==> config.mk <==
export PLATFORM = sky130hd
export DESIGN_NAME = seq_detector_param
export DESIGN_NICKNAME = d
export VERILOG_FILES = /design/src/rtl/seq_detector_param.sv
export SDC_FILE = /design/constraint.sdc
export NUM_CORES = 1
export LEC_CHECK = 0
export ABC_AREA = 1
export BUFFER_PORTS_ARGS = -buffer_cell sky130_fd_sc_hd__buf_2
export CORE_UTILIZATION = 57
export DETAILED_ROUTE_END_ITERATION = 10
export HOLD_SLACK_MARGIN = 0.03
export PLACE_DENSITY = 0.87
export RECOVER_POWER = 100
export SYNTH_ARGS = -nofsm -noshare
export SYNTH_HDL_FRONTEND = slang
export SYNTH_SLANG_ARGS = --single-unit
==> constraint.sdc <==
create_clock -name clk -period 3.1 [get_ports clk]
set_input_delay 0.465 -clock clk [delete_from_list [all_inputs] [get_ports clk]]
set_output_delay 0.465 -clock clk [all_outputs]
set_load 0.005 [all_outputs]
==> src/rtl/seq_detector_param.sv <==
// rtl/seq_detector_param.sv - parametrised serial pattern detector with match counter
// Optional: define SEQ_DET_OVF_EN for a wrapping counter with sticky count_ovf flag.
module seq_detector_param #(
    parameter int                   PATTERN_W   = 3,
    parameter logic [PATTERN_W-1:0] PATTERN_RST = 3'b010,
    parameter int                   COUNT_W     = 10,
    parameter int                   OVERLAP     = 0
) (
    input  logic                 clk,
    input  logic                 rst,
    input  logic                 en,
    input  logic                 x,
    input  logic                 pat_load,
    input  logic [PATTERN_W-1:0] pat_in,
    input  logic                 clr_count,
    output logic                 y,
    output logic [COUNT_W-1:0]   users_count,
`ifdef SEQ_DET_OVF_EN
    output logic                 count_ovf,
`endif
    output logic                 busy
);

    localparam int                 FILL_W    = $clog2(PATTERN_W + 1);
    localparam logic [FILL_W-1:0]  FILL_FULL = FILL_W'(PATTERN_W);
    localparam logic [COUNT_W-1:0] COUNT_MAX = '1;

    logic [PATTERN_W-1:0] r_pattern;
    logic [PATTERN_W-1:0] r_history;
    logic [FILL_W-1:0]    r_fill;
    logic                 r_y;
    logic [COUNT_W-1:0]   r_count;

    logic [PATTERN_W-1:0] w_hist_next;
    logic [FILL_W-1:0]    w_fill_next;
    logic                 w_sample;
    logic                 w_match;

    // A pattern load on the same edge discards the sample.
    always_comb begin
        w_sample    = en && !pat_load;
        w_hist_next = {r_history[PATTERN_W-2:0], x};
        w_fill_next = (r_fill == FILL_FULL) ? FILL_FULL : r_fill + FILL_W'(1);
        w_match     = w_sample && (w_fill_next == FILL_FULL) && (w_hist_next == r_pattern);
    end

    always_ff @(posedge clk or negedge rst) begin
        if (!rst) begin
            r_pattern <= PATTERN_RST;
            r_history <= '0;
            r_fill    <= '0;
        end else if (pat_load) begin
            r_pattern <= pat_in;
            r_history <= '0;
            r_fill    <= '0;
        end else if (en) begin
            if (w_match && (OVERLAP == 0)) begin
                r_history <= '0;
                r_fill    <= '0;
            end else begin
                r_history <= w_hist_next;
                r_fill    <= w_fill_next;
            end
        end
    end

    always_ff @(posedge clk or negedge rst) begin
        if (!rst) begin
            r_y <= 1'b0;
        end else begin
            r_y <= w_match;
        end
    end

`ifdef SEQ_DET_OVF_EN
    logic r_ovf;

    always_ff @(posedge clk or negedge rst) begin
        if (!rst) begin
            r_count <= '0;
            r_ovf   <= 1'b0;
        end else if (clr_count) begin
            r_count <= '0;
            r_ovf   <= 1'b0;
        end else if (w_match) begin
            if (r_count == COUNT_MAX) begin
                r_count <= '0;
                r_ovf   <= 1'b1;
            end else begin
                r_count <= r_count + COUNT_W'(1);
            end
        end
    end

    assign count_ovf = r_ovf;
`else
    // Saturating count: further matches still pulse y.
    always_ff @(posedge clk or negedge rst) begin
        if (!rst) begin
            r_count <= '0;
        end else if (clr_count) begin
            r_count <= '0;
        end else if (w_match && (r_count != COUNT_MAX)) begin
            r_count <= r_count + COUNT_W'(1);
        end
    end
`endif

    assign y           = r_y;
    assign users_count = r_count;
    assign busy        = (r_fill != '0) && (r_fill != FILL_FULL);

endmodule

==> impl_metrics.ini <==
[yosys]
synthTopCellsByCount = nand2_1, inv_1, dfrtp_1
ys_seq_area_frac = 0.4164
synth_edf_count = 0
synth_ff_type = dfrtp_1
netlist_instances = 143
synth_most_common_cell = nand2_1
async_flop_share = 1.000
synth_area_um2 = 1085
synthDistinctLibCells = 27
netlist.area_leader.share = 0.3922
ys_top_cells_by_area = dfrtp_1, nand2_1, nand3_1, inv_1, nor2_1
syn_nets = 155
synth_top_area_cell = dfrtp_1
synth-seq-cells = 18
ys_warn_count = 0
syn_avg_cell_area_um2 = 7.586

[worst_setup_path]
regToRegStartpoint = users_count[0]$_DFFE_PN0P_
r2r_cells = 8
crit_buf_inv = 0
cpMaxStageDelayCell = dfrtp_1
worst_ep_required_time_ns = 3.28
crit_family = simple AND/OR/NAND/NOR gates
path_cells = ha_1 -> nand2_1 -> nor2_1 -> nand3b_1 -> nand3_1 -> nand2_1 -> nand2_1 -> nand2_1
critical_path_arrival_ns = 2.16
crit_path_frequent_cell = nand2_1
cp_num_cells = 8
critPathKind = flip-flop to flip-flop
slowest_delay_ns = 0.42
crit_path_max_fanout = 12
start_kind = flip-flop
crit_path_start = users_count[0]$_DFFE_PN0P_
cp-end-kind = flip-flop
reg2reg_to = users_count[9]$_DFFE_PN0P_
reg2reg_slack_ns = 1.12

[clock_network]
cts_root_buf = clkbuf_4
cts_max_level = 1
cts.sinks = 18
numCtsBuffers = 3
postCtsSetupBuffers = 0
clkSlewWorstSetupHoldPaths_ns = 0.10
clock_path_buffers = 2
cts_tree = done
clock_latency_ns = 0.29
postCtsResizedCells = 0
postCtsHoldBufs = 0

[sta]
setup_viol = 0
finClkSkew_ns = 0.005151
relSlewSlack = 0.3421
rsz0062_at_grt = false
timing.final.crit_share = 0.6386
tightest_slew_ns = 0.9868
timing.setup.tns_ns = 0
max_freq_mhz = 505.1
hold_viol_final = 0
worst_slack_ns = 1.120
post-route-min-period_ns = 1.980
slew_violations = 0

[global_route]
grt_pass1_wl_um = 3429
grt_antenna_before_repair = 0
grt_max_degree = 19
track_usage = 0.2272
grt_pass1_vias = 862
grt_overflow = 0

[floorplan]
rows = 15
fp.dieW_um = 45.63
initial_core_util = 0.6149
fp.coreArea_um2 = 1764
die_h_um = 45.63
dieArea_um2 = 2082
io_pins = 21

[place]
hpwl_um = 1687
place.gp.congestion = 0.8856
place_area_um2 = 1192
portBuffers = 20
dp.cells = 185
pre_cts_ws_ns = 1.452

[layout]
fin_nets = 177
drive_above_1_share = 0.1768
n_antenna_cell = 0
stdcell_count = 189
synthToLayoutAreaGrowth_pct = 9.458
final_area_um2 = 1187

[detailed_routing]
wire_per_inst_um = 11.65
initialDrtViolationCount = 15
drcViolationCount = 0
vias_per_cell = 5.275
final_antenna_net_count = 0
vias = 997
routed_wl_um = 2202
dr.pass1.iters = 4

[pwr]
leakagePower_uw = 0.0006309
power.total_uw = 441.7
powerDensity_nw_per_um2 = 372.0
vdd_drop_max_mv = 0.2836

[status]
status = finished, final reports clean

[hold_path]
hold_path.class = input port to asynchronous set/reset pin

[run]
maxCapViolCount = 0
[registers in the layout, indices dropped and copies added, names as in the netlist]
register,flops
r_pattern,3
r_fill,2
y,1
users_count,10
r_history,2
[per-layer routing]
layer / vias up / GRT usage / part of all wire
met2: 24 / 0.4143 / 0.53
met5: - / 0 / 0
met3: 2 / 0.02778 / 0.039
li1: 493 / - / -
met1: 478 / 0.2734 / 0.43
met4: 0 / 0.07273 / 0.0023
[layout make-up]
cell class	count	area, um^2
multi-input cells	103	513.0
clock buffers	4	26.28
flip-flops and latches	18	451.7
well taps	25	31.28
fillers	169	576.8
repair buffers	20	93.84
inverters	19	71.32
[cell families (layout without fill, tap and decap cells)]
kind of cell / after synthesis / after routing / share of synthesized area
mux: 1 / 1 / 0.01038
xor+xnor: 2 / 2 / 0.01615
buf+inv: 22 / 43 / 0.08765
fa+ha+maj: 3 / 3 / 0.03461
flops: 18 / 18 / 0.4164
simple gates: 86 / 86 / 0.3772
compound gates: 11 / 11 / 0.05767
[per-stage QoR]
| stage | hold WS [ns] | utilization |
|---|---|---|
| after floorplan | 0.1694 | - |
| after global placement | 0.4074 | 0.6759 |
| after detailed placement | 0.4201 | 0.6759 |
| after CTS | 0.09974 | 0.6908 |
| after global routing | 0.3853 | 0.6731 |
| final | 0.3019 | 0.6731 |
[report_power, final]
part	internal, uW	total, uW	switching (uW)	leakage [uW]
logic	25.1	64.7	39.6	0.000377
clock network	50.0	120	70.0	0.0000150
registers	247	257	9.56	0.000239
[worst max path at each step]
stage / to / slack, ns
2_1_floorplan: users_count[5]$_DFFE_PN0P_ / 1.73
3_3_place_gp: users_count[9]$_DFFE_PN0P_ / 1.51
3_5_place_dp: users_count[9]$_DFFE_PN0P_ / 1.45
4_1_cts: users_count[9]$_DFFE_PN0P_ / 1.47
5_1_grt: users_count[2]$_DFFE_PN0P_ / 0.91
6_report: users_count[9]$_DFFE_PN0P_ / 1.12
[placed cells by master, fill, tap and decap left out]
cell      synthesis  layout
dfstp_2           1       1
or2_2             1       1
xnor2_1           1       1
nand3b_1          1       1
mux2_2            1       1
xor2_1            1       1
buf_2             1      15
nand3_2           4       3
nor2_4            3       1
nor2_2            2       2
o21ai_2           1       1
nand4_1           1       1
ha_1              3       3
a21oi_1           3       3
nand3_1          14      15
inv_1            18      18
clkbuf_4          1       3
clkbuf_1          0       6
o22ai_1           1       1
nor3_1            2       2
inv_2             1       1
o21bai_1          1       1
nor2_1           14      16
nand2_1          42      44
o21ai_0           5       5
dfrtp_1          17      17
(Power assumes the default switching activity.)
